[config.mk]
export PLATFORM = sky130hd
export DESIGN_NAME = onewire_byte_io_flat
export DESIGN_NICKNAME = d
export VERILOG_FILES = /design/src/rtl/onewire_pkg.sv /design/src/rtl/onewire_if.sv /design/src/rtl/onewire_slot_timer.sv /design/src/rtl/onewire_byte_io.sv /design/src/flat_wrapper.sv
export SDC_FILE = /design/constraint.sdc
export NUM_CORES = 1
export LEC_CHECK = 0
export ABC_AREA = 1
export CAP_MARGIN = 20
export CORE_MARGIN = 2
export CORE_UTILIZATION = 50
export DETAILED_ROUTE_END_ITERATION = 10
export GPL_ROUTABILITY_DRIVEN = 1
export PLACE_DENSITY = 0.74
export SYNTH_ARGS = -nofsm -noshare
export SYNTH_HDL_FRONTEND = slang
export SYNTH_SLANG_ARGS = --single-unit
[constraint.sdc]
create_clock -name clk -period 4.45 [get_ports clk]
set_input_delay 1.335 -clock clk [delete_from_list [all_inputs] [get_ports clk]]
set_output_delay 1.335 -clock clk [all_outputs]
set_load 0.03 [all_outputs]
[src/rtl/onewire_pkg.sv]
// rtl/onewire_pkg.sv - shared command encodings, FSM states and counter width for the 1-Wire byte engine
package onewire_pkg;

    typedef enum logic [1:0] {
        CMD_RESET = 2'b00,
        CMD_WRITE = 2'b01,
        CMD_READ  = 2'b10,
        CMD_RSVD  = 2'b11
    } cmd_e;

    typedef enum logic [2:0] {
        IDLE,
        RST_LOW,
        RST_WAIT,
        SLOT_LOW,
        SLOT_HOLD,
        SLOT_REC,
        DONE
    } state_e;

    localparam int CNT_W = 9;

endpackage

[src/rtl/onewire_if.sv]
// rtl/onewire_if.sv - host-side command/result bundle of the 1-Wire byte engine
interface onewire_if;

    logic       start;
    logic [1:0] cmd;
    logic [7:0] tx_byte;
    logic [7:0] rx_byte;
    logic       EoB;
    logic       busy;
    logic       presence;

    modport master (
        output start, cmd, tx_byte,
        input  rx_byte, EoB, busy, presence
    );

    modport slave (
        input  start, cmd, tx_byte,
        output rx_byte, EoB, busy, presence
    );

endinterface

[src/rtl/onewire_slot_timer.sv]
// rtl/onewire_slot_timer.sv - 1 MHz tick counter with clear and terminal-count compare
module onewire_slot_timer
    import onewire_pkg::*;
(
    input  logic             clk,
    input  logic             rst,
    input  logic             tick,
    input  logic             clr,
    input  logic [CNT_W-1:0] term,
    output logic [CNT_W-1:0] cnt,
    output logic             tc
);

    always_ff @(posedge clk or posedge rst) begin
        if (rst) begin
            cnt <= '0;
        end else if (clr) begin
            cnt <= '0;
        end else if (tick) begin
            cnt <= cnt + 1'b1;
        end
    end

    assign tc = (cnt == term);

endmodule

[src/rtl/onewire_byte_io.sv]
// rtl/onewire_byte_io.sv - 1-Wire master: bus reset/presence, byte write, byte read (ONEWIRE_STRONG_PULLUP_EN adds spu)
module onewire_byte_io
    import onewire_pkg::*;
#(
    parameter int T_RSTL = 480,
    parameter int T_PDS  = 70,
    parameter int T_SLOT = 60,
    parameter int T_LOW  = 6,
    parameter int T_RDS  = 15,
    parameter int T_REC  = 2
) (
    input  logic       clk,
    input  logic       rst,
    input  logic       F1M,
    onewire_if.slave   bus,
    input  logic       dq_in,
    output logic       dq_oe
`ifdef ONEWIRE_STRONG_PULLUP_EN
    ,
    output logic       spu
`endif
);

    localparam logic [CNT_W-1:0] RSTL_TC = CNT_W'(T_RSTL - 1);
    localparam logic [CNT_W-1:0] SLOT_TC = CNT_W'(T_SLOT - 1);
    localparam logic [CNT_W-1:0] LOW_TC  = CNT_W'(T_LOW - 1);
    localparam logic [CNT_W-1:0] REC_TC  = CNT_W'(T_REC - 1);
    localparam logic [CNT_W-1:0] PDS_PT  = CNT_W'(T_PDS);
    localparam logic [CNT_W-1:0] RDS_PT  = CNT_W'(T_RDS);

    state_e           state, state_d;
    cmd_e             cmd_q;
    cmd_e             cmd_in;
    logic [7:0]       shreg;
    logic [2:0]       bit_idx;
    logic [7:0]       byte_q;
    logic             presence_q;
    logic             accept;
    logic             clr;
    logic [CNT_W-1:0] term;
    logic [CNT_W-1:0] cnt;
    logic             tc;
    logic             step;
    logic             long_low;
    logic             sample_pt;

    assign cmd_in    = cmd_e'(bus.cmd);
    assign step      = F1M & tc;
    // A write-0 keeps the bus low for the whole slot; write-1 and read use the short pulse.
    assign long_low  = (cmd_q == CMD_WRITE) && !shreg[bit_idx];
    assign sample_pt = (state == SLOT_LOW || state == SLOT_HOLD) && (cnt == RDS_PT);

    onewire_slot_timer u_timer (
        .clk  (clk),
        .rst  (rst),
        .tick (F1M),
        .clr  (clr),
        .term (term),
        .cnt  (cnt),
        .tc   (tc)
    );

    always_ff @(posedge clk or posedge rst) begin
        if (rst) begin
            state <= IDLE;
        end else begin
            state <= state_d;
        end
    end

    always_comb begin
        state_d = state;
        clr     = 1'b0;
        term    = '0;
        accept  = 1'b0;
        case (state)
            IDLE: begin
                clr = 1'b1;
                if (bus.start && cmd_in != CMD_RSVD) begin
                    accept  = 1'b1;
                    state_d = (cmd_in == CMD_RESET) ? RST_LOW : SLOT_LOW;
                end
            end
            RST_LOW: begin
                term = RSTL_TC;
                if (step) begin
                    state_d = RST_WAIT;
                    clr     = 1'b1;
                end
            end
            RST_WAIT: begin
                term = RSTL_TC;
                if (step) begin
                    state_d = IDLE;
                    clr     = 1'b1;
                end
            end
            SLOT_LOW: begin
                term = long_low ? SLOT_TC : LOW_TC;
                if (step) begin
                    // The counter keeps running into SLOT_HOLD so the slot totals T_SLOT ticks.
                    if (long_low) begin
                        state_d = SLOT_REC;
                        clr     = 1'b1;
                    end else begin
                        state_d = SLOT_HOLD;
                    end
                end
            end
            SLOT_HOLD: begin
                term = SLOT_TC;
                if (step) begin
                    state_d = SLOT_REC;
                    clr     = 1'b1;
                end
            end
            SLOT_REC: begin
                term = REC_TC;
                if (step) begin
                    state_d = (bit_idx == 3'd7) ? DONE : SLOT_LOW;
                    clr     = 1'b1;
                end
            end
            DONE: begin
                if (F1M) begin
                    state_d = IDLE;
                    clr     = 1'b1;
                end
            end
            default: begin
                state_d = IDLE;
                clr     = 1'b1;
            end
        endcase
    end

    always_ff @(posedge clk or posedge rst) begin
        if (rst) begin
            cmd_q      <= CMD_RESET;
            shreg      <= 8'h00;
            bit_idx    <= 3'd0;
            byte_q     <= 8'h00;
            presence_q <= 1'b0;
        end else begin
            if (accept) begin
                cmd_q   <= cmd_in;
                shreg   <= (cmd_in == CMD_WRITE) ? bus.tx_byte : 8'h00;
                bit_idx <= 3'd0;
            end
            if (F1M && state == RST_WAIT && cnt == PDS_PT) begin
                presence_q <= ~dq_in;
            end
            if (F1M && sample_pt && cmd_q == CMD_READ) begin
                shreg[bit_idx] <= dq_in;
            end
            if (step && state == SLOT_REC) begin
                bit_idx <= bit_idx + 1'b1;
            end
            if (F1M && state == DONE) begin
                byte_q <= shreg;
            end
        end
    end

`ifdef ONEWIRE_STRONG_PULLUP_EN
    always_ff @(posedge clk or posedge rst) begin
        if (rst) begin
            spu <= 1'b0;
        end else if (accept) begin
            spu <= 1'b0;
        end else if (F1M && state == DONE && cmd_q == CMD_WRITE) begin
            spu <= 1'b1;
        end
    end
`endif

    assign dq_oe        = (state == RST_LOW) || (state == SLOT_LOW);
    assign bus.busy     = (state != IDLE);
    assign bus.EoB      = (state == DONE) && F1M;
    assign bus.rx_byte  = byte_q;
    assign bus.presence = presence_q;

endmodule

[src/flat_wrapper.sv]
// flat-port wrapper written by rule: the top's interface ports become plain ports
module onewire_byte_io_flat import onewire_pkg::*;
#(
    parameter int T_RSTL = 480,
    parameter int T_PDS  = 70,
    parameter int T_SLOT = 60,
    parameter int T_LOW  = 6,
    parameter int T_RDS  = 15,
    parameter int T_REC  = 2
)
  (clk, rst, F1M, dq_in, dq_oe, bus_start, bus_cmd, bus_tx_byte, bus_rx_byte, bus_EoB, bus_busy, bus_presence);
  onewire_if bus_i ();
  input  logic clk;
  input  logic rst;
  input  logic F1M;
  input  logic dq_in;
  output logic dq_oe;
  input wire logic [$bits(bus_i.start)-1:0] bus_start;
  input wire logic [$bits(bus_i.cmd)-1:0] bus_cmd;
  input wire logic [$bits(bus_i.tx_byte)-1:0] bus_tx_byte;
  output wire logic [$bits(bus_i.rx_byte)-1:0] bus_rx_byte;
  output wire logic [$bits(bus_i.EoB)-1:0] bus_EoB;
  output wire logic [$bits(bus_i.busy)-1:0] bus_busy;
  output wire logic [$bits(bus_i.presence)-1:0] bus_presence;
  assign bus_i.start = bus_start;
  assign bus_i.cmd = bus_cmd;
  assign bus_i.tx_byte = bus_tx_byte;
  assign bus_rx_byte = bus_i.rx_byte;
  assign bus_EoB = bus_i.EoB;
  assign bus_busy = bus_i.busy;
  assign bus_presence = bus_i.presence;
  onewire_byte_io #(.T_RSTL(T_RSTL), .T_PDS(T_PDS), .T_SLOT(T_SLOT), .T_LOW(T_LOW), .T_RDS(T_RDS), .T_REC(T_REC)) u_core (.clk(clk), .rst(rst), .F1M(F1M), .bus(bus_i), .dq_in(dq_in), .dq_oe(dq_oe));
endmodule
==> out/qor.yml, run 1 <==
status: "complete, no violations"
grt_max_degree: 35
synth_mux_area_frac: 0
hpwl_um: 3300
synth_compound_area_frac: 0.108
synth_adder_area_share: 0.0250
drt-wirelength-per-cell_um: 12.2
finalSetupViolCount: 0
syn-num-nets: 305
skew_ns: 0.00569
wirelength_um: 4470
setup_tns_ns: 0
slew_headroom: 0.655
die-area_um2: 4530
synth_xor_area_frac: 0.0263
crit_fanout: 8
routabilityCongestion: 0.906
cts_tree: "done"
ys_ff_latch: 34
power_density_nw_per_um2: 607
cts-buffers-inserted: 5
final_nets: 337
hp-class: "reg2reg"
grt_pass1_vias: 1688
p_leak_uw: 0.00120
antenna_found_initial: 0
r2r_setup_slack_ns: 2.34
drt_iter0_markers: 143
worstRegToRegCells: 12
final_common_cell: "nand2_1"
drt_drc_violations_left: 0
syn_inst: 286
finalCriticalPeriod_ns: 3.65
worstMarginPinSlew_ns: 0.516
placed_cells: 359
grt-ovfl-total: 0
core_area_um2: 3740
area_growth_syn_to_layout_pct: 23.1
die_h_um: 67.3
final_cell_area_um2: 2460
ir_drop_mv: 0.351
synth_warnings: 0
firstDrtPassIters: 4
worst_setup_path_start_kind: "input port"
maxCapViolCount: 0
rows: 22
h-tree-depth: 2
clk_pin_slew_ns: 0.07
dieWidth_um: 67.3
yosys.area_share.simple: 0.334
rr_startpoint: "u_core.bit_idx[0]$_DFFE_PP0P_"
ioPinCount: 27
gr-usage-all-layers: 0.230
cp.required_ns: 3.12
post-cts-setup-buffer-count: 0
avgSynthCellArea_um2: 7.00
rsz0062_at_grt: "false"
crit_type: "in2out"
synth_top_family_by_area: "simple AND/OR/NAND/NOR gates"
drive_above_1_share: 0.0596
cp.arrival_ns: 2.32
start_util: 0.535
num_antenna_cells: 0
clk_path_buf_depth: 2
holdBufCountCts: 0
synth_cell_type_count: 22
hold_violations: 0
clock_sinks: 34
io_buffers: 26
slew_viol_final: 0
holdPathStages: 2
viasPerCell: 5.03
fmax_ghz: 0.274
yosysSeqAreaShare: 0.425
grt_first_pass_wirelength_um: 7670
r2r-end: "u_core.u_timer.cnt[7]$_DFFE_PP0P_"
clk_latency_ns: 0.29
hold_end: "u_core.bus.rx_byte[5]$_DFFE_PP0P_"
final_cells: 367
most-common-layout-cells: "nand2_1, inv_1, nor2_1"
post_cts_resized: 0
netlist_area_um2: 2000
final.period_utilization: 0.821
vias: 1845
worstSetupEndpointType: "output pin"
cts_root_buf: "clkbuf_8"
ant_nets: 0
placed_area_um2: 2330
hp-start: "u_core.bus.rx_byte[5]$_DFFE_PP0P_"
[per-layer routing]
metal  vias up  share of wire  wire, µm  global-route usage
li1        977              -         -                   -
met1       812           0.50      2240               0.322
met2        46           0.42      1900               0.342
met3        10          0.054       243              0.0600
met4         0          0.019        84              0.0842
met5         -              0         0                   0
[cells in the mapped netlist (all sizes together)]
cell    count  share of area
ha          4          0.025
nand3      32          0.085
inv        40          0.075
nand4       4          0.012
nand2      83           0.16
a21oi       2         0.0050
dfrtp      34           0.43
a22oi       1         0.0038
nor4        1         0.0031
nor2       38          0.073
clkbuf      4         0.0075
a31oi       1         0.0031
nor3        1         0.0025
xnor2       1         0.0044
o211ai      2         0.0075
xor2        5          0.022
o21ai      33          0.088
[metrics by stage]
step | hold WS (ns) | power (µW) | util | worst slack (ns)
final | 0.483 | 1500 | 0.658 | 0.795
after global routing | 0.509 | 1620 | 0.658 | 0.716
after CTS | 0.490 | 1500 | 0.658 | 0.786
after detailed placement | 0.471 | 1150 | 0.622 | 0.794
after global placement | 0.463 | 1140 | 0.622 | 0.809
after floorplan | 0.484 | 953 | - | 1.12
[power breakdown]
| group | switching (µW) | total [µW] | internal (µW) |
|---|---|---|---|
| clock network | 119 | 344 | 224 |
| logic | 441 | 688 | 247 |
| registers | 59.7 | 465 | 405 |
[layout make-up]
class | count | area (µm²)
clock inverter | 3 | 68.8
sequential | 34 | 851
inverter | 40 | 150
clock buffer | 5 | 68.8
fill | 347 | 1280
tap | 48 | 60.1
timing repair buffer | 29 | 280
multi-input combinational | 208 | 986
[worst max-delay path by stage]
stage,startpoint,end
global placement,F1M,bus_EoB
floorplan,F1M,bus_EoB
detailed placement,F1M,bus_EoB
global route,F1M,bus_EoB
CTS,F1M,bus_EoB
finish,F1M,bus_EoB
[state kept, by name (all words and copies together), names as in the netlist]
signal	flops
u_core.state	3
u_core.cmd_q	2
u_core.shreg	8
u_core.bus.presence	1
u_core.bus.rx_byte	8
u_core.u_timer.cnt	9
u_core.bit_idx	3
[cells by family after synthesis]
group	Yosys count
and+or+nand+nor	159
adders and majority gates	4
buffers and inverters	44
DFF	34
AOI/OAI and AO/OA	39
xor gates and xnor gates	6
[worst max-delay path, stage by stage]
cell	delay, ns
clkdlybuf4s50_1	0.63
nand2_1	0.12
inv_1	0.08
buf_4	0.15
(Power assumes the default switching activity.)
==> run 2, diff against run 1 <==
clock period = 3.74 ns   (was 4.45 ns; I/O delays follow)
==> run 2 against run 1 <==
Net effect:
- clock skew decreased by 0.00096 ns
- largest cell class unchanged
- utilization down 1.1 points
- flip-flop and latch count did not move
- die area stayed put
==> out/qor.yml, run 2 (synthesis gave the netlist of run 1 again) <==
setup_tns_ns: 0  # unchanged
cts-buffers-inserted: 5  # unchanged
fin_hold_ws_ns: 0.484  # +0.000826 ns
final.period_utilization: 0.864
grt_first_pass_wirelength_um: 7670  # unchanged
worstSetupEndpointType: "output pin"
gr-usage-all-layers: 0.226  # -0.00387
final_cell_area_um2: 2420  # -1.7%
vias: 1855  # +0.54%
cp_cell_sequence: "clkdlybuf4s50_1 -> nand2_1 -> inv_1 -> buf_4"
cts_root_buf: "clkbuf_8"
final_nets: 337  # unchanged
crit_fanout: 8  # unchanged
h-tree-depth: 2  # unchanged
clock_sinks: 34  # unchanged
r2r-end: "u_core.u_timer.cnt[2]$_DFFE_PP0P_"
finalCriticalPeriod_ns: 3.23
post-cts-setup-buffer-count: 0  # unchanged
maxCapViolCount: 0  # unchanged
hold_violations: 0  # unchanged
antenna_found_initial: 0  # unchanged
rr_startpoint: "u_core.bit_idx[0]$_DFFE_PP0P_"
hp-class: "reg2reg"
slew_viol_final: 0  # unchanged
ant_nets: 0  # unchanged
clk_latency_ns: 0.28  # about the same
largest_register_ffs: 9  # unchanged
clk_pin_slew_ns: 0.07  # about the same
slew_headroom: 0.645  # -0.00994
io_buffers: 26  # unchanged
ioPinCount: 27  # unchanged
die-area_um2: 4530  # unchanged
post_cts_resized: 0  # unchanged
grt_max_degree: 35  # unchanged
grt_pass1_vias: 1723  # +2.1%
slowest_stage: "clkdlybuf4s50_1"
final_common_cell: "nand2_1"
total_power_uw: 1650  # +10%
drive_above_1_share: 0.0596  # unchanged
multi_input_area_um2: 986  # unchanged
fmax_ghz: 0.309
hp-start: "u_core.bus.rx_byte[5]$_DFFE_PP0P_"
grt-ovfl-total: 0  # unchanged
rsz0062_at_grt: "false"
routabilityCongestion: 0.895  # -1.2%
cts_tree: "done"
worstRegToRegCells: 12  # unchanged
top_register: "u_core.u_timer.cnt"
drt-wirelength-per-cell_um: 11.9  # -2.4%
worst_setup_path_start_kind: "input port"
viasPerCell: 5.05  # +0.54%
drt_iter0_markers: 125  # -13%
critPathMaxStageDelay_ns: 0.64  # about the same
die_h_um: 67.3  # unchanged
regArea_um2: 851  # unchanged
firstDrtPassIters: 4  # unchanged
cp.required_ns: 2.62  # -0.50 ns
p_leak_uw: 0.00118  # -1.8%
rows: 22  # unchanged
crit_type: "in2out"
most-common-layout-cells: "nand2_1, inv_1, nor2_1"
clk_path_buf_depth: 2  # unchanged
fillers: 358  # +3.2%
finalSetupViolCount: 0  # unchanged
wirelength_um: 4360  # -2.4%
holdBufCountCts: 0  # unchanged
drt_drc_violations_left: 0  # unchanged
status: "complete, no violations"
num_antenna_cells: 0  # unchanged
holdPathStages: 2  # unchanged
placed_area_um2: 2330  # unchanged
cp.arrival_ns: 2.11  # -0.21 ns
hpwl_um: 3320  # +0.46%
hold_end: "u_core.bus.rx_byte[5]$_DFFE_PP0P_"
r2r_setup_slack_ns: 1.67  # -0.67 ns
power_density_nw_per_um2: 680  # +12%
crit_start: "F1M"
skew_ns: 0.00473  # -0.000957 ns
dieWidth_um: 67.3  # unchanged
worstMarginPinSlew_ns: 0.531  # +0.0149 ns
ir_drop_mv: 0.407  # +16%
area_growth_syn_to_layout_pct: 21.0
start_util: 0.535  # unchanged
core_area_um2: 3740  # unchanged
-- run 2: cell count changes in the layout (fill, tap and decap cells not counted) --
| cell | before | now |
|---|---|---|
| clkinv_2 | 0 | 1 |
| clkinv_4 | 1 | 0 |
| clkinvlp_4 | 0 | 1 |
| bufinv_16 | 2 | 0 |
| clkbuf_8 | 5 | 6 |
-- run 2: power by group --
group	internal [µW]	leakage (µW)	switching [µW]
registers	483	0.000459	73.2
clock network	148	0.0000472	135
logic	294	0.000676	514
total	924	0.00118	722
-- run 2: how the worst max path moves through the flow --
stage,slack (ns),end,depth (start not counted)
4_1_cts,0.50,bus_EoB,4
5_1_grt,0.38,bus_EoB,4
6_report,0.51,bus_EoB,4
2_1_floorplan,0.84,bus_EoB,3
3_3_place_gp,0.51,bus_EoB,4
3_5_place_dp,0.50,bus_EoB,4
-- run 2: critical path, delay by kind of cell --
kind	cells	cell delay, ns
buf+inv	3	0.87
simple gates	1	0.12
-- run 2: final cells by class --
type | count | area share
clock buffer | 6 | 0.0341
clock inverter | 2 | 0.00517
inverter | 40 | 0.0620
multi-input combinational | 208 | 0.407
sequential | 34 | 0.351
tap | 48 | 0.0248
timing repair buffer | 29 | 0.116
-- run 2: metal layers --
layer  GRT usage  vias up  wire length [µm]
li1            -      977                 -
met1       0.313      834              2260
met2       0.344       39              1860
met3      0.0567        5               191
met4      0.0791        0                44
met5           0        -                 0
-- run 2: through the flow --
| stage | cells | util | setup WS (ns) |
|---|---|---|---|
| 2_1_floorplan | 286 | - | 0.840 |
| 3_3_place_gp | 359 | 0.622 | 0.511 |
| 3_5_place_dp | 359 | 0.622 | 0.498 |
| 4_1_cts | 367 | 0.647 | 0.498 |
| 5_1_grt | 367 | 0.647 | 0.384 |
| 6_report | 367 | 0.647 | 0.509 |
